--- config.mk ---
export PLATFORM = sky130hd
export DESIGN_NAME = bus_rr_arbiter_flat
export DESIGN_NICKNAME = d
export VERILOG_FILES = /design/src/rtl/bus_rr_arbiter_if.sv /design/src/rtl/bus_rr_arbiter.sv /design/src/flat_wrapper.sv
export SDC_FILE = /design/constraint.sdc
export NUM_CORES = 1
export LEC_CHECK = 0
export BUFFER_PORTS_ARGS = -buffer_cell sky130_fd_sc_hd__buf_4
export CORE_AREA = 2 2 340 342
export CTS_BUF_LIST = sky130_fd_sc_hd__clkbuf_2
export CTS_CLUSTER_SIZE = 10
export DETAILED_ROUTE_END_ITERATION = 7
export DIE_AREA = 0 0 342 344
export GPL_ROUTABILITY_DRIVEN = 0
export RECOVER_POWER = 25
export SLEW_MARGIN = 20
export SYNTH_ARGS = -nofsm -noshare
export SYNTH_HDL_FRONTEND = slang
export SYNTH_SLANG_ARGS = --single-unit
--- constraint.sdc ---
create_clock -name clk_i -period 3.7 [get_ports clk_i]
set_clock_uncertainty 0.15 [all_clocks]
set_input_delay 0.74 -clock clk_i [delete_from_list [all_inputs] [get_ports clk_i]]
set_output_delay 0.74 -clock clk_i [all_outputs]
set_load 0.03 [all_outputs]
--- src/rtl/bus_rr_arbiter_if.sv ---
// Host and device bus bundle for the round-robin arbiter.
// The slave modport is the arbiter's view; the master modport is the surrounding hosts and devices.
interface bus_rr_arbiter_if #(
    parameter int NrHosts      = 2,
    parameter int NrDevices    = 4,
    parameter int DataWidth    = 32,
    parameter int AddressWidth = 32
);
    logic [NrHosts-1:0]                     host_req_i;
    logic [NrHosts-1:0]                     host_gnt_o;
    logic [NrHosts-1:0][AddressWidth-1:0]   host_addr_i;
    logic [NrHosts-1:0]                     host_we_i;
    logic [NrHosts-1:0][DataWidth/8-1:0]    host_be_i;
    logic [NrHosts-1:0][DataWidth-1:0]      host_wdata_i;
    logic [NrHosts-1:0]                     host_rvalid_o;
    logic [NrHosts-1:0][DataWidth-1:0]      host_rdata_o;
    logic [NrHosts-1:0]                     host_err_o;
    logic [NrDevices-1:0]                   device_req_o;
    logic [NrDevices-1:0][AddressWidth-1:0] device_addr_o;
    logic [NrDevices-1:0]                   device_we_o;
    logic [NrDevices-1:0][DataWidth/8-1:0]  device_be_o;
    logic [NrDevices-1:0][DataWidth-1:0]    device_wdata_o;
    logic [NrDevices-1:0]                   device_rvalid_i;
    logic [NrDevices-1:0][DataWidth-1:0]    device_rdata_i;
    logic [NrDevices-1:0]                   device_err_i;
    logic [NrDevices-1:0][AddressWidth-1:0] cfg_device_addr_base;
    logic [NrDevices-1:0][AddressWidth-1:0] cfg_device_addr_mask;

    modport slave (
        input  host_req_i, host_addr_i, host_we_i, host_be_i, host_wdata_i,
        output host_gnt_o, host_rvalid_o, host_rdata_o, host_err_o,
        output device_req_o, device_addr_o, device_we_o, device_be_o, device_wdata_o,
        input  device_rvalid_i, device_rdata_i, device_err_i,
        input  cfg_device_addr_base, cfg_device_addr_mask
    );

    modport master (
        output host_req_i, host_addr_i, host_we_i, host_be_i, host_wdata_i,
        input  host_gnt_o, host_rvalid_o, host_rdata_o, host_err_o,
        input  device_req_o, device_addr_o, device_we_o, device_be_o, device_wdata_o,
        output device_rvalid_i, device_rdata_i, device_err_i,
        output cfg_device_addr_base, cfg_device_addr_mask
    );
endinterface

--- src/rtl/bus_rr_arbiter.sv ---
// Round-robin multi-host interconnect: one outstanding transaction, base/mask address decode,
// error responses for unmapped addresses and for devices that stay silent past the timeout.
module bus_rr_arbiter #(
    parameter int NrHosts       = 2,
    parameter int NrDevices     = 4,
    parameter int DataWidth     = 32,
    parameter int AddressWidth  = 32,
    parameter int TimeoutCycles = 16
) (
    input  logic            clk_i,
    input  logic            rst_ni,
    bus_rr_arbiter_if.slave bus
);
    localparam int HostIdxW = (NrHosts > 1) ? $clog2(NrHosts) : 1;
    localparam int DevIdxW  = (NrDevices > 1) ? $clog2(NrDevices) : 1;
    localparam int TimerW   = $clog2(TimeoutCycles) + 1;
    // The incremented count reaching TimeoutCycles-1 expires the slot, so the error
    // response lands exactly TimeoutCycles cycles after the grant.
    localparam logic [TimerW-1:0] TimerLast = TimerW'(TimeoutCycles - 2);

    typedef enum logic [0:0] {
        ST_IDLE = 1'b0,
        ST_WAIT = 1'b1
    } state_e;

    state_e                             r_state;
    logic [HostIdxW-1:0]                r_ptr;
    logic [HostIdxW-1:0]                r_host_q;
    logic [DevIdxW-1:0]                 r_dev_q;
    logic                               r_mapped;
    logic [TimerW-1:0]                  r_timer;
    logic [NrHosts-1:0]                 r_rvalid;
    logic [NrHosts-1:0]                 r_err;
    logic [NrHosts-1:0][DataWidth-1:0]  r_rdata;

    logic                    w_dev_rvalid;
    logic                    w_timeout;
    logic                    w_complete;
    logic                    w_gnt_allowed;
    logic                    w_found;
    logic                    w_take;
    logic [HostIdxW-1:0]     w_cand;
    logic [HostIdxW-1:0]     w_gnt_idx;
    logic                    w_grant;
    logic [AddressWidth-1:0] w_addr;
    logic                    w_hit;
    logic                    w_mapped;
    logic [DevIdxW-1:0]      w_dev_idx;

    assign w_dev_rvalid  = bus.device_rvalid_i[r_dev_q];
    assign w_timeout     = (r_timer == TimerLast);
    assign w_complete    = (r_state == ST_WAIT) && (!r_mapped || w_dev_rvalid || w_timeout);
    assign w_gnt_allowed = rst_ni && ((r_state == ST_IDLE) || w_complete);
    assign w_grant       = w_gnt_allowed && w_found;
    assign w_addr        = bus.host_addr_i[w_gnt_idx];

    // Round-robin search starting one past the last granted host.
    always_comb begin
        w_found   = 1'b0;
        w_take    = 1'b0;
        w_cand    = '0;
        w_gnt_idx = '0;
        for (int i = 1; i <= NrHosts; i++) begin
            w_cand    = HostIdxW'((int'(r_ptr) + i) % NrHosts);
            w_take    = !w_found && bus.host_req_i[w_cand];
            w_gnt_idx = w_take ? w_cand : w_gnt_idx;
            w_found   = w_found || w_take;
        end
    end

    // Address decode of the granted host; walking downwards lets the lowest match win.
    always_comb begin
        w_hit     = 1'b0;
        w_mapped  = 1'b0;
        w_dev_idx = '0;
        for (int d = NrDevices - 1; d >= 0; d--) begin
            w_hit     = ((w_addr & bus.cfg_device_addr_mask[d]) ==
                         (bus.cfg_device_addr_base[d] & bus.cfg_device_addr_mask[d]));
            w_dev_idx = w_hit ? DevIdxW'(d) : w_dev_idx;
            w_mapped  = w_mapped || w_hit;
        end
    end

    // Grant and device request fan-out; every device sees the granted host's fields.
    always_comb begin
        bus.host_gnt_o     = '0;
        bus.device_req_o   = '0;
        bus.device_addr_o  = '0;
        bus.device_we_o    = '0;
        bus.device_be_o    = '0;
        bus.device_wdata_o = '0;
        for (int h = 0; h < NrHosts; h++) begin
            bus.host_gnt_o[h] = w_grant && (w_gnt_idx == HostIdxW'(h));
        end
        for (int d = 0; d < NrDevices; d++) begin
            bus.device_req_o[d]   = w_grant && w_mapped && (w_dev_idx == DevIdxW'(d));
            bus.device_addr_o[d]  = w_addr;
            bus.device_we_o[d]    = bus.host_we_i[w_gnt_idx];
            bus.device_be_o[d]    = bus.host_be_i[w_gnt_idx];
            bus.device_wdata_o[d] = bus.host_wdata_i[w_gnt_idx];
        end
    end

    // Transaction FSM with registered host responses; a grant in the completion cycle overrides.
    always_ff @(posedge clk_i) begin
        if (!rst_ni) begin
            r_state  <= ST_IDLE;
            r_ptr    <= HostIdxW'(NrHosts - 1);
            r_host_q <= '0;
            r_dev_q  <= '0;
            r_mapped <= 1'b0;
            r_timer  <= '0;
            r_rvalid <= '0;
            r_err    <= '0;
            r_rdata  <= '0;
        end else begin
            r_rvalid <= '0;
            r_err    <= '0;
            r_rdata  <= '0;
            case (r_state)
                ST_WAIT: begin
                    if (w_complete) begin
                        if (r_mapped) begin
                            r_rvalid[r_host_q] <= 1'b1;
                            r_err[r_host_q]    <= w_dev_rvalid ? bus.device_err_i[r_dev_q] : 1'b1;
                            r_rdata[r_host_q]  <= w_dev_rvalid ? bus.device_rdata_i[r_dev_q] : '0;
                        end
                        r_state <= ST_IDLE;
                    end else begin
                        r_timer <= r_timer + TimerW'(1);
                    end
                end
                default: r_state <= ST_IDLE;
            endcase
            if (w_grant) begin
                r_ptr    <= w_gnt_idx;
                r_host_q <= w_gnt_idx;
                r_dev_q  <= w_dev_idx;
                r_mapped <= w_mapped;
                r_timer  <= '0;
                r_state  <= ST_WAIT;
                if (!w_mapped) begin
                    r_rvalid[w_gnt_idx] <= 1'b1;
                    r_err[w_gnt_idx]    <= 1'b1;
                end
            end
        end
    end

    assign bus.host_rvalid_o = r_rvalid;
    assign bus.host_err_o    = r_err;
    assign bus.host_rdata_o  = r_rdata;
endmodule

--- src/flat_wrapper.sv ---
// flat-port wrapper written by rule: the top's interface ports become plain ports
module bus_rr_arbiter_flat 
#(
    parameter int NrHosts       = 2,
    parameter int NrDevices     = 4,
    parameter int DataWidth     = 32,
    parameter int AddressWidth  = 32,
    parameter int TimeoutCycles = 16
)
  (clk_i, rst_ni, bus_host_req_i, bus_host_addr_i, bus_host_we_i, bus_host_be_i, bus_host_wdata_i, bus_host_gnt_o, bus_host_rvalid_o, bus_host_rdata_o, bus_host_err_o, bus_device_req_o, bus_device_addr_o, bus_device_we_o, bus_device_be_o, bus_device_wdata_o, bus_device_rvalid_i, bus_device_rdata_i, bus_device_err_i, bus_cfg_device_addr_base, bus_cfg_device_addr_mask);
  bus_rr_arbiter_if #(.NrHosts(NrHosts), .NrDevices(NrDevices), .DataWidth(DataWidth), .AddressWidth(AddressWidth)) bus_i ();
  input  logic clk_i;
  input  logic rst_ni;
  input wire logic [$bits(bus_i.host_req_i)-1:0] bus_host_req_i;
  input wire logic [$bits(bus_i.host_addr_i)-1:0] bus_host_addr_i;
  input wire logic [$bits(bus_i.host_we_i)-1:0] bus_host_we_i;
  input wire logic [$bits(bus_i.host_be_i)-1:0] bus_host_be_i;
  input wire logic [$bits(bus_i.host_wdata_i)-1:0] bus_host_wdata_i;
  output wire logic [$bits(bus_i.host_gnt_o)-1:0] bus_host_gnt_o;
  output wire logic [$bits(bus_i.host_rvalid_o)-1:0] bus_host_rvalid_o;
  output wire logic [$bits(bus_i.host_rdata_o)-1:0] bus_host_rdata_o;
  output wire logic [$bits(bus_i.host_err_o)-1:0] bus_host_err_o;
  output wire logic [$bits(bus_i.device_req_o)-1:0] bus_device_req_o;
  output wire logic [$bits(bus_i.device_addr_o)-1:0] bus_device_addr_o;
  output wire logic [$bits(bus_i.device_we_o)-1:0] bus_device_we_o;
  output wire logic [$bits(bus_i.device_be_o)-1:0] bus_device_be_o;
  output wire logic [$bits(bus_i.device_wdata_o)-1:0] bus_device_wdata_o;
  input wire logic [$bits(bus_i.device_rvalid_i)-1:0] bus_device_rvalid_i;
  input wire logic [$bits(bus_i.device_rdata_i)-1:0] bus_device_rdata_i;
  input wire logic [$bits(bus_i.device_err_i)-1:0] bus_device_err_i;
  input wire logic [$bits(bus_i.cfg_device_addr_base)-1:0] bus_cfg_device_addr_base;
  input wire logic [$bits(bus_i.cfg_device_addr_mask)-1:0] bus_cfg_device_addr_mask;
  assign bus_i.host_req_i = bus_host_req_i;
  assign bus_i.host_addr_i = bus_host_addr_i;
  assign bus_i.host_we_i = bus_host_we_i;
  assign bus_i.host_be_i = bus_host_be_i;
  assign bus_i.host_wdata_i = bus_host_wdata_i;
  assign bus_host_gnt_o = bus_i.host_gnt_o;
  assign bus_host_rvalid_o = bus_i.host_rvalid_o;
  assign bus_host_rdata_o = bus_i.host_rdata_o;
  assign bus_host_err_o = bus_i.host_err_o;
  assign bus_device_req_o = bus_i.device_req_o;
  assign bus_device_addr_o = bus_i.device_addr_o;
  assign bus_device_we_o = bus_i.device_we_o;
  assign bus_device_be_o = bus_i.device_be_o;
  assign bus_device_wdata_o = bus_i.device_wdata_o;
  assign bus_i.device_rvalid_i = bus_device_rvalid_i;
  assign bus_i.device_rdata_i = bus_device_rdata_i;
  assign bus_i.device_err_i = bus_device_err_i;
  assign bus_i.cfg_device_addr_base = bus_cfg_device_addr_base;
  assign bus_i.cfg_device_addr_mask = bus_cfg_device_addr_mask;
  bus_rr_arbiter #(.NrHosts(NrHosts), .NrDevices(NrDevices), .DataWidth(DataWidth), .AddressWidth(AddressWidth), .TimeoutCycles(TimeoutCycles)) u_core (.clk_i(clk_i), .rst_ni(rst_ni), .bus(bus_i));
endmodule
# After elaboration in Yosys (flattened, before gate mapping)
# Index checks and enable logic that the tools add are counted.
dict set report totals {
  register_bits 79
  elab_cells 117
  output_inout_bits 350
}
dict set report classes {
  bitwise 16
  addsub 3
  n_eq_ne 8
  n_lt_le_gt_ge 7
  mux 47
  reduce_logical 26
}
# cell n
set op_table {}
lappend op_table {{bitwise AND 32 bit} 8}
lappend op_table {{2-to-1 mux 32 bit} 7}
lappend op_table {{equality test 32 bit} 4}
lappend op_table {{bitwise AND 64 bit} 1}
lappend op_table {{binary-select mux 32 bit (select 2 bit)} 1}
lappend op_table {{demux 32 bit (select 1 bit)} 1}
lappend op_table {{2-to-1 mux 2 bit} 16}
lappend op_table {{2-to-1 mux 1 bit} 16}
lappend op_table {{logical AND 1 bit} 13}
lappend op_table {{< comparator 1 x 2 -> 1 bit (second input constant)} 4}
lappend op_table {{2-to-1 mux 4 bit} 2}
lappend op_table {{logical OR 1 bit} 7}
lappend op_table {{adder 5 x 1 -> 5 bit (second input constant)} 1}
lappend op_table {{equality test 5 x 4 -> 1 bit (second input constant)} 1}
lappend op_table {{binary-select mux 1 bit (select 2 bit)} 2}
lappend op_table {{equality test 2 bit (second input constant)} 2}
lappend op_table {{inverter 1 bit} 4}
lappend op_table {{bitwise OR 2 bit} 2}
lappend op_table {{AND reduction 4 bit} 1}
lappend op_table {{< comparator 2 x 3 -> 1 bit (second input constant)} 1}
lappend op_table {{adder 1 bit (second input constant)} 2}
lappend op_table {{bitwise AND 2 bit} 1}
lappend op_table {{demux 1 bit (select 1 bit)} 2}
lappend op_table {{equality test 2 x 1 -> 1 bit (second input constant)} 1}
lappend op_table {{other kinds (5)} 7}

# Depth between registers and ports, before layout
# Gate-level depths: netlist of run 1.
dict set report logic_depth {
  ltp_word 16
  depth_mapped 10
}

# Least setup slack after synthesis of run 1
# No wires, ideal clock.
dict set report synth_timing {
  path_kind {input to output}
  from {input bus_host_req_i[1]}
  to {output bus_device_req_o[3]}
  arrival_time_ps 3379
  n_path_buf 1
  cell_stages 8
  setup_slack_ps -569
  path_cell_list {a21boi_4 > buf_6 > mux2_2 > nand3b_1 > nand4_1 > nor4_1 > and4bb_2 > nor4b_1}
}
dict set report synth_between {
  elab_chain_len 15
  word_cells_on_any_way 30
  classes_between {eq/ne: 5; mux: 12; bitwise: 4; reduce/logical: 9}
}
# item line_no
set synth_lines {}
lappend synth_lines {{from (decl)} flat_wrapper.sv:14} ;# input wire logic [$bits(bus_i.host_req_i)-1:0] bus_host_req_i;
lappend synth_lines {{2-to-1 mux 1 bit (not written as such) (2 in a row)} bus_rr_arbiter.sv:65} ;# w_take = !w_found && bus.host_req_i[w_cand];
lappend synth_lines {{logical NOT 1 bit} bus_rr_arbiter.sv:65}
lappend synth_lines {{logical AND 1 bit} bus_rr_arbiter.sv:65}
lappend synth_lines {{2-to-1 mux 1 bit *} bus_rr_arbiter.sv:66} ;# w_gnt_idx = w_take ? w_cand : w_gnt_idx;
lappend synth_lines {{2-to-1 mux 32 bit (not written as such) * (2 in a row)} bus_rr_arbiter.sv:55} ;# assign w_addr = bus.host_addr_i[w_gnt_idx];
lappend synth_lines {{named net bus_device_addr_o[29]} flat_wrapper.sv:24} ;# output wire logic [$bits(bus_i.device_addr_o)-1:0] bus_device_addr_o;
lappend synth_lines {{bitwise AND 32 bit} bus_rr_arbiter.sv:77} ;# w_hit = ((w_addr & bus.cfg_device_addr_mask[d]) ==
lappend synth_lines {{equality test 32 bit} bus_rr_arbiter.sv:77}
lappend synth_lines {{2-to-1 mux 2 bit (4 in a row)} bus_rr_arbiter.sv:79} ;# w_dev_idx = w_hit ? DevIdxW'(d) : w_dev_idx;
lappend synth_lines {{equality test 2 bit} bus_rr_arbiter.sv:96} ;# bus.device_req_o[d] = w_grant && w_mapped && (w_dev_idx == DevIdxW'(d));
lappend synth_lines {{logical AND 1 bit *} bus_rr_arbiter.sv:96}
lappend synth_lines {{to (decl)} flat_wrapper.sv:23} ;# output wire logic [$bits(bus_i.device_req_o)-1:0] bus_device_req_o;
# Mark *: on every way through the listed nets, which the timed path passes. The rest lies on a longest branch. The select of a mux whose other input is x is not followed.

# Worst setup path after layout of run 1
dict set report layout_timing {
  from {register u_core.r_ptr}
  to {output bus_device_req_o[1]}
}
dict set report layout_between {
  elab_chain_len 16
  word_cells_on_any_way 32
  classes_between {add/sub: 2; eq/ne: 5; mux: 12; bitwise: 4; reduce/logical: 9}
}
# item line_no
set layout_lines {}
lappend layout_lines {{from (decl)} bus_rr_arbiter.sv:27} ;# logic [HostIdxW-1:0] r_ptr;
lappend layout_lines {{from (signal assigned)} bus_rr_arbiter.sv:108} ;# r_ptr <= HostIdxW'(NrHosts - 1);
lappend layout_lines {{from (signal assigned)} bus_rr_arbiter.sv:136} ;# r_ptr <= w_gnt_idx;
lappend layout_lines {{adder 1 bit} bus_rr_arbiter.sv:64} ;# w_cand = HostIdxW'((int'(r_ptr) + i) % NrHosts);
lappend layout_lines {{2-to-1 mux 1 bit (not written as such) (2 in a row)} bus_rr_arbiter.sv:65}
lappend layout_lines {{logical NOT 1 bit} bus_rr_arbiter.sv:65}
lappend layout_lines {{logical AND 1 bit} bus_rr_arbiter.sv:65}
lappend layout_lines {{2-to-1 mux 1 bit} bus_rr_arbiter.sv:66}
lappend layout_lines {{2-to-1 mux 32 bit (not written as such) (2 in a row)} bus_rr_arbiter.sv:55}
lappend layout_lines {{bitwise AND 32 bit} bus_rr_arbiter.sv:77}
lappend layout_lines {{equality test 32 bit} bus_rr_arbiter.sv:77}
lappend layout_lines {{2-to-1 mux 2 bit (4 in a row)} bus_rr_arbiter.sv:79}
lappend layout_lines {{equality test 2 x 1 -> 1 bit} bus_rr_arbiter.sv:96}
lappend layout_lines {{logical AND 1 bit *} bus_rr_arbiter.sv:96}
# Mark *: on every way between the ends. The rest lies on a longest branch, timed or not. The select of a mux whose other input is x is not followed.

==> results of run 1 <==
report_power, final:
part | switching (mW) | internal, mW
logic | 1.68 | 1.18
clock network | 0.403 | 0.174
registers | 0.00548 | 0.867
total | 2.09 | 2.22
cells in the mapped netlist (all sizes together) (4+ instances only):
| cell | n |
|---|---|
| nand3b | 25 |
| a221oi | 14 |
| a31oi | 11 |
| a2111oi | 4 |
| o2111ai | 9 |
| xnor2 | 33 |
| xor2 | 123 |
| nor3 | 9 |
| nor2b | 5 |
| inv | 20 |
| nor3b | 30 |
| a22oi | 16 |
| mux2 | 5 |
| nor2 | 100 |
| nand2 | 306 |
| buf | 231 |
| o21ai | 55 |
| nand4 | 8 |
| dfxtp | 79 |
| o221ai | 7 |
| a22o | 12 |
| o22ai | 23 |
| a21oi | 14 |
| mux2i | 6 |
| mux4 | 34 |
| nand3 | 11 |
| clkbuf | 58 |
| o31ai | 4 |
| nor4 | 6 |
| a211oi | 4 |
| a222oi | 9 |
stage by stage:
step	utilization, %	setup slack (ns)	total power, mW
6_report	15.5	-0.602	4.31
2_1_floorplan	-	-0.136	2.38
5_1_grt	15.5	-0.808	4.49
3_3_place_gp	15.3	-1.06	3.68
4_1_cts	15.6	-0.693	4.34
3_5_place_dp	15.3	-0.766	3.70
routing by layer:
metal  part of all wire (%)  global-route usage (%)
met5                   0.36                       0
met4                    2.9                    4.55
met3                     12                    7.33
met2                     46                    28.4
met1                     39                    20.3
cell families (layout without fill, tap and decap cells):
family          count (synthesis)  in the layout
fa+ha+maj                       2              2
other cells                     0             23
simple gates                  510            510
flops                          79             79
compound gates                203            203
xor+xnor                      156            156
mux                            45             45
buf+inv                       309           1072
area by class of cell:
cell class / count / area, sq um
Antenna cell: 23 / 57.6
Clock inverter: 7 / 86.3
Tap cell: 1512 / 1890
Fill cell: 13200 / 96200
Multi-Input combinational cell: 916 / 6140
Timing Repair Buffer: 1036 / 7780
Clock buffer: 9 / 45.0
Inverter: 20 / 75.1
Sequential cell: 79 / 1590
sequential cells by signal, summed over array words and instances, names as in the netlist:
name                      flops
u_core.bus.host_rdata_o      64
u_core.r_timer                5
u_core.bus.host_err_o         2
u_core.bus.host_rvalid_o      2
u_core.r_dev_q                2
u_core.r_host_q               1
u_core.r_mapped               1
u_core.r_ptr                  1
u_core.r_state                1
timing repair:
item                       CTS  global route
pin swaps                   10            12
setup endpoints to repair  216            24
buffers inserted             6             3
gates cloned                 0             1
gates resized for setup     30            15
final timing paths:
kind                     start                          end  slack [ns]  depth (start not counted)
min reg2reg    u_core.r_host_q              u_core.r_host_q        0.37                          2
max reg2reg  u_core.r_dev_q[0]  u_core.bus.host_rvalid_o[1]        0.44                          7
min                     rst_ni                 u_core.r_ptr        0.13                          2
max               u_core.r_ptr          bus_device_req_o[1]       -0.60                         12
==> impl_metrics.toml, run 1 <==
[outcome]
status = "finished, violations left"
violations = "negative setup slack"

[drt]
vias_per_cell = 3.69
num_vias = 13300
ant_nets = 0
wl_um = 108000
drcViolationCount = 0
drt-initial-drc-count = 1026
drtPass1Iterations = 5
wl_per_cell_um = 29.9

[clocking]
root_buffer = "clkbuf_2"
cts_buffers = 9
clk_latency_ns = 0.70
ctsLongestPathBuffers = 2
cts_tree = "yes"
clk_pin_slew_ns = 0.29
cts_hold_buffers = 0
clkSinkCount = 79
h-tree-depth = 3

[sta]
worst_slack_ns = -0.602
max_freq_mhz = 232
slew_violations = 0
hold_viol = 0
fin_crit_sh_pct = 116
worstMarginPinSlew_ns = 0.929
slew_headroom_pct = 38.1
rsz0062_at_grt = "yes"
final.min_clock_period_ns = 4.30
fin_tns_setup_ns = -2.09
whs_ns = 0.133
setup_violations = 4

[setup_path]
cp.required_ns = 2.81
cp_cell_sequence = "a21boi_4, buf_12, buf_12, mux2i_4, buf_6, xor2_4, o2111ai_2, nor4_4, and4b_1, buf_6, nor3b_4, buf_6"
cp.arrival_ns = 3.41
slowest_stage = "dfxtp_4"
crit_fanout = 5
cpLargestDelayFamily = "simple AND/OR/NAND/NOR gates"
cpMostUsedCell = "buf_6"
crit_buf_inv = 5
start_kind = "flip-flop"
cpPeakStageDelay_ns = 0.43
critical_path_class = "flip-flop to primary output"
cp-end-kind = "primary output"

[placement]
port_buffers = 883
post_dp_cell_area_sq_um = 17400
placed_cells = 3553
dp_hpwl_um = 98400

[floorplanning]
die_area_sq_um = 118000
io_pins = 884
start_util_pct = 8.34
die_h_um = 344
fp.coreArea_sq_um = 114000
row_count = 124
die_w_um = 342

[layout]
final_cell_mix = "buf_4 (938), nand2_1 (305), xor2_1 (121)"
final_common_cell = "buf_4"
drive_gt1_share_pct = 50.9
nets = 2598
final_cells = 3602
syn2layout_area_growth_pct = 85.9
finalInstanceArea_sq_um = 17700

[grt]
grt_max_degree = 52
antenna_found_initial = 85
grt.total_usage_pct = 17.2
grt_pass1_wl_um = 131000
grt-ovfl-total = 0
grt_pass1_vias = 12700

[yosys]
ys.flop_type = "dfxtp_1"
synth_compound_area_share_pct = 15.0
synth_area_sq_um = 9500
synth_edf_count = 0
synth-simple-area-share_pct = 23.6
async_flop_share_pct = 0
ys_warn_count = 0
synth_cells = 1304
yosysTopAreaCell = "buf_4"
synth_nets = 1840
ys_top_cells_by_area = "buf_4 (17%), dfxtp_1 (17%), nand2_1 (12%), xor2_1 (11%), mux4_2 (8.1%)"
synth_mux_area_share_pct = 9.32
ys_types = 62
synth_top_family_by_area = "simple AND/OR/NAND/NOR gates"
syn_avg_cell_area_sq_um = 7.29
ys_seq_elements = 79
seq_area_frac_synth_pct = 16.6
synthAdderAreaFrac_pct = 0.263
synth_xor_area_share_pct = 14.4
synth_top_area_share_pct = 16.7

[power_and_ir_drop]
leakagePower_nw = 7.96
vdd_drop_max_v = 0.000160
power_density_nw_per_um2 = 244

[hold_path]
hold_path.class = "primary input to flip-flop"

[job]
cap_violations = 0
(Power assumes the default switching activity.)
==> inputs of run 2 (changes only) <==
--- a/config.mk
+++ b/config.mk
@@ -8,8 +8,10 @@
 export BUFFER_PORTS_ARGS = -buffer_cell sky130_fd_sc_hd__buf_4
-export CORE_AREA = 2 2 340 342
-export CTS_BUF_LIST = sky130_fd_sc_hd__clkbuf_2
+export CELL_PAD_IN_SITES_DETAIL_PLACEMENT = 1
+export CELL_PAD_IN_SITES_GLOBAL_PLACEMENT = 2
+export CORE_AREA = 2 2 341 343
 export CTS_CLUSTER_SIZE = 10
 export DETAILED_ROUTE_END_ITERATION = 7
-export DIE_AREA = 0 0 342 344
+export DIE_AREA = 0 0 343 345
 export GPL_ROUTABILITY_DRIVEN = 0
+export PLACE_DENSITY_LB_ADDON = 0.1
 export RECOVER_POWER = 25
--- a/constraint.sdc
+++ b/constraint.sdc
@@ -4,2 +4,2 @@
 set_output_delay 0.74 -clock clk_i [all_outputs]
-set_load 0.03 [all_outputs]
+set_load 0.05 [all_outputs]
==> run 2 against run 1 <==
The run still ends with negative setup slack left. Critical path type is now primary input to primary output. Cell area is 5.6% higher. Non-clock buffer count increased by 78. Via count fell by 3.7%. Count of clock-buffer cells in the layout is 3 higher. Global-route usage fell by 0.68 points. First-iteration DRC count is 52% lower.
==> impl_metrics.toml, run 2 (same netlist as run 1, synthesis figures left out) <==
[outcome]
violations = "negative setup slack"
status = "finished, violations left"

[floorplanning]
fp.coreArea_sq_um = 115000
die_area_sq_um = 118000
die_w_um = 343
start_util_pct = 8.25
row_count = 125
io_pins = 884
die_h_um = 345

[grt]
grt_pass1_vias = 14000
grt_max_degree = 35
grt.total_usage_pct = 16.5
grt_pass1_wl_um = 132000
antenna_found_initial = 38
grt-ovfl-total = 0

[sta]
max_freq_mhz = 247
fin_crit_sh_pct = 110
slew_violations = 0
final.min_clock_period_ns = 4.05
whs_ns = 0.346
slew_headroom_pct = 40.5
rsz0062_at_grt = "yes"
worstMarginPinSlew_ns = 0.892
hold_viol = 0
worst_slack_ns = -0.355
setup_violations = 4

[placement]
dp_hpwl_um = 92200
pre_cts_ws_ns = -0.844
port_buffers = 883

[drt]
num_vias = 12800
wl_per_cell_um = 28.0
wl_um = 103000
drcViolationCount = 0
drt-initial-drc-count = 491
drtPass1Iterations = 5
vias_per_cell = 3.48
ant_nets = 0

[power_and_ir_drop]
power.internal_mw = 2.73
leakagePower_nw = 8.44
p_sw_share_pct = 48.4
combPwrFrac_pct = 64.9
power_density_nw_per_um2 = 284
vdd_drop_max_v = 0.000180
switchingPower_mw = 2.56
power.share.clock_pct = 18.7
seqPwrFrac_pct = 16.4

[layout]
drive_gt1_share_pct = 55.6
final_common_cell = "buf_4"
multi_input_area_sq_um = 6380
fillers = 13900
largest_reg_flops = 64
nets = 2676
final_cell_mix = "buf_4 (1011), nand2_1 (256), xor2_1 (122)"
syn2layout_area_growth_pct = 96.2
regArea_sq_um = 1580

[setup_path]
start_kind = "primary input"
cp.arrival_ns = 3.16
crit_fanout = 20
cp-end-kind = "primary output"
critical_path_class = "primary input to primary output"
cp.required_ns = 2.81

[clocking]
ctsLongestPathBuffers = 2
clkSinkCount = 79
clk_pin_slew_ns = 0.07
cts_buffers = 9
root_buffer = "clkbuf_16"
h-tree-depth = 3
clk_latency_ns = 0.35
cts_hold_buffers = 0
cts_tree = "yes"

[hold_path]
hold_path.class = "flip-flop to flip-flop"

[job]
cap_violations = 0
==> run 2: final timing paths <==
kind | from | endpoint | slack (ns) | cells after the start
worst max-delay path | bus_host_req_i[1] | bus_device_req_o[2] | -0.35 | 13
worst min register to register | u_core.r_host_q | u_core.r_host_q | 0.35 | 2
worst min-delay path | u_core.r_host_q | u_core.r_host_q | 0.35 | 2
worst max register to register | u_core.r_ptr | u_core.r_mapped | 0.45 | 16
==> run 2: layer usage <==
metal,part of all wire (%),global-route usage (%),wire length [um],up-vias
li1,-,-,-,5943
met2,51,30.0,52000,572
met5,0.24,0,245,-
met3,7.3,4.81,7520,84
met1,41,19.3,41800,6173
met4,1.3,2.42,1350,38
==> run 2: through the flow <==
step	total power [mW]	setup TNS, ns	utilization [%]	std cells	instance area (sq um)
2_1_floorplan	2.86	-0.876	-	1304	9670
3_3_place_gp	4.29	-5.15	15.7	3632	18000
3_5_place_dp	4.28	-5.25	15.7	3632	18000
4_1_cts	5.36	-1.50	16.2	3664	18700
5_1_grt	5.52	-1.59	16.2	3671	18600
6_report	5.29	-1.24	16.2	3678	18600
==> run 2: power by group through the flow <==
stage | logic [mW] | clock network [mW] | registers [mW]
final | 3.43 | 0.989 | 0.869
after CTS | 3.46 | 1.03 | 0.870
after global routing | 3.60 | 1.06 | 0.870
after floorplan | 1.95 | 0 | 0.916
after detailed placement | 3.39 | 0 | 0.889
after global placement | 3.40 | 0 | 0.889
==> run 2: final cells by class <==
cell class,count,area share [%]
multi-input combinational,916,34.2
inverter,20,0.403
clock buffer,12,1.32
timing repair buffer,1114,44.8
clock inverter,4,0.416
tap,1524,10.2
antenna,9,0.121
sequential,79,8.50
==> run 2: what timing repair did <==
item / CTS / global route
gates resized for setup: 42 / 37
cloned: 0 / 1
pin swaps: 16 / 12
buffers inserted: 16 / 5
setup endpoints to repair: 5 / 4
==> run 2: worst max-delay path, stage by stage <==
cell	delay [ns]
buf_6	0.09
a21boi_4	0.13
buf_12	0.15
buf_12	0.17
buf_4	0.16
a31oi_1	0.12
o21ai_0	0.10
a21oi_1	0.21
o2111ai_1	0.13
buf_4	0.18
or4_4	0.60
nor3_4	0.14
buf_6	0.18
==> inputs of run 3 (changes only) <==
TNS_END_PERCENT = 10   (was unset)
==> run 3 against run 2 <==
The run still ends with negative setup slack left. First-iteration DRC count increased by 28%. Core utilization decreased by 0.27 points. Register-to-register slack lost 0.05 ns. Via count grew 0.94%. Global-route usage about the same. Largest cell class unchanged.
==> impl_metrics.toml, run 3 (same netlist as run 1, synthesis figures left out) <==
[setup_path]
cpLargestDelayFamily = "simple AND/OR/NAND/NOR gates"
cp_cell_sequence = "buf_6, buf_12, a21bo_4, buf_12, nor3_2, a2bb2oi_2, nand4_1, or4_4, nor3_4, buf_6"
cp.depth = 10
r2r_setup_slack_ns = 0.40
slowest_stage = "or4_4"
endpoint = "bus_device_req_o[2]"
cp.required_ns = 2.81
cpPeakStageDelay_ns = 0.62
start_kind = "primary input"
critical_path_class = "primary input to primary output"
crit_fanout = 27
reg2reg_to = "u_core.bus.host_rdata_o[38]"
cp-end-kind = "primary output"
cp.arrival_ns = 3.20
crit_buf_inv = 4
startpoint = "bus_host_req_i[0]"
rr_worst_depth = 7
reg2reg_from = "u_core.r_dev_q[0]"

[outcome]
status = "finished, violations left"
violations = "negative setup slack"

[layout]
final_cell_mix = "buf_4 (1007), nand2_1 (303), xor2_1 (123)"
utilization_pct = 15.9
nets = 2664
fillers = 13900
syn2layout_area_growth_pct = 92.9
final_common_cell = "buf_4"
largest_reg_flops = 64
drive_gt1_share_pct = 52.9
final_cells = 3662

[grt]
antenna_found_initial = 43
gr-usage-met1_pct = 19.6
use_met3_pct = 5.56
grt.busiest_layer = "met2"
grt-ovfl-total = 0
grt_max_degree = 43
grt_pass1_wl_um = 132000
use_met2_pct = 28.8
grt.total_usage_pct = 16.6
grt_pass1_vias = 14000

[sta]
slew_violations = 0
rsz0062_at_grt = "yes"
setup_violations = 4
hold_viol = 0
worstMarginPinSlew_ns = 0.994
final.min_clock_period_ns = 4.09
worst_slack_ns = -0.389
max_freq_mhz = 245
fin_crit_sh_pct = 111
slew_headroom_pct = 33.5
whs_ns = 0.342

[floorplanning]
fp.coreArea_sq_um = 115000
io_pins = 884
die_w_um = 343
row_count = 125
die_area_sq_um = 118000
die_h_um = 345
start_util_pct = 8.25

[clocking]
clk_latency_ns = 0.35
clkSinkCount = 79
root_buffer = "clkbuf_16"
cts_tree = "yes"
ctsLongestPathBuffers = 2
clk_pin_slew_ns = 0.07
cts_hold_buffers = 0
cts_buffers = 9
h-tree-depth = 3

[placement]
port_buffers = 883
dp_hpwl_um = 91900
placed_cells = 3633

[drt]
drcViolationCount = 0
wl_um = 102000
ant_nets = 0
drt-initial-drc-count = 630
wl_per_cell_um = 27.9
drtPass1Iterations = 7
vias_per_cell = 3.53
num_vias = 12900

[job]
cap_violations = 0

[power_and_ir_drop]
vdd_drop_max_v = 0.000145
power_density_nw_per_um2 = 283
leakagePower_nw = 8.35

[hold_path]
hold_path.class = "flip-flop to flip-flop"
## run 3: cell count changes in the layout (fill, tap and decap cells not counted), moves of 3 or more
cell      previous run  this run
diode_2              9         5
buf_4             1011      1007
nand2_2             50         3
a31oi_1              8        11
o21ai_1             15        11
clkbuf_1            72        69
nand2_1            256       303
o21ai_0             40        44
buf_6               13         6
## run 3: what timing repair did
| item | 4_1_cts | 5_1_grt |
|---|---|---|
| buffers inserted | 7 | 2 |
| gates cloned | 1 | 0 |
| endpoints found under the setup margin | 4 | 4 |
| gates resized for setup | 36 | 21 |
| pin swaps | 6 | 9 |
## run 3: cell type report
type	count	area, sq um	share of cell area [%]
diodes	5	12.5	0.0683
multi-input cells	916	6190	33.8
flip-flops and latches	79	1580	8.64
clock inverters	6	67.6	0.369
inverters	20	75.1	0.410
well taps	1524	1910	10.4
repair buffers	1102	8250	45.0
clock buffers	10	239	1.30
## run 3: how the worst min path moves through the flow
stage | from | end | slack, ns | cells after the start
final | u_core.r_host_q | u_core.bus.host_rvalid_o[1] | 0.34 | 2
after global routing | u_core.r_host_q | u_core.bus.host_rvalid_o[1] | 0.40 | 2
after CTS | u_core.r_host_q | u_core.r_host_q | 0.36 | 2
after detailed placement | u_core.r_host_q | u_core.r_host_q | 0.35 | 2
after global placement | u_core.r_host_q | u_core.r_host_q | 0.33 | 2
after floorplan | u_core.r_host_q | u_core.r_host_q | 0.31 | 2
## run 3: stage by stage
step | total power [mW] | setup WS, ns | cell area, sq um | TNS [ns]
after detailed placement | 4.28 | -0.981 | 18000 | -5.21
after global routing | 5.45 | -0.522 | 18300 | -1.89
after CTS | 5.29 | -0.443 | 18500 | -1.56
after global placement | 4.28 | -0.876 | 18000 | -4.36
final | 5.19 | -0.389 | 18300 | -1.27
after floorplan | 2.84 | -0.312 | 9550 | -2.14
## run 3: power breakdown
group / internal, mW / switching [mW] / total, mW
logic: 1.22 / 2.17 / 3.39
registers: 0.863 / 0.00687 / 0.870
clock network: 0.545 / 0.389 / 0.934
total: 2.63 / 2.56 / 5.19
## run 3: routing by layer
| layer | vias to the layer above | wire, um | share of wire [%] |
|---|---|---|---|
| met4 | 46 | 1990 | 1.9 |
| met5 | - | 268 | 0.26 |
| met2 | 621 | 49600 | 49 |
| met3 | 104 | 8890 | 8.7 |
| met1 | 6253 | 41500 | 41 |
| li1 | 5907 | - | - |
## run 3: tightest hold or removal path, cell delays in order (launching register included)
cell,delay [ns]
dfxtp_1,0.33
nand2_1,0.06
o21ai_0,0.07
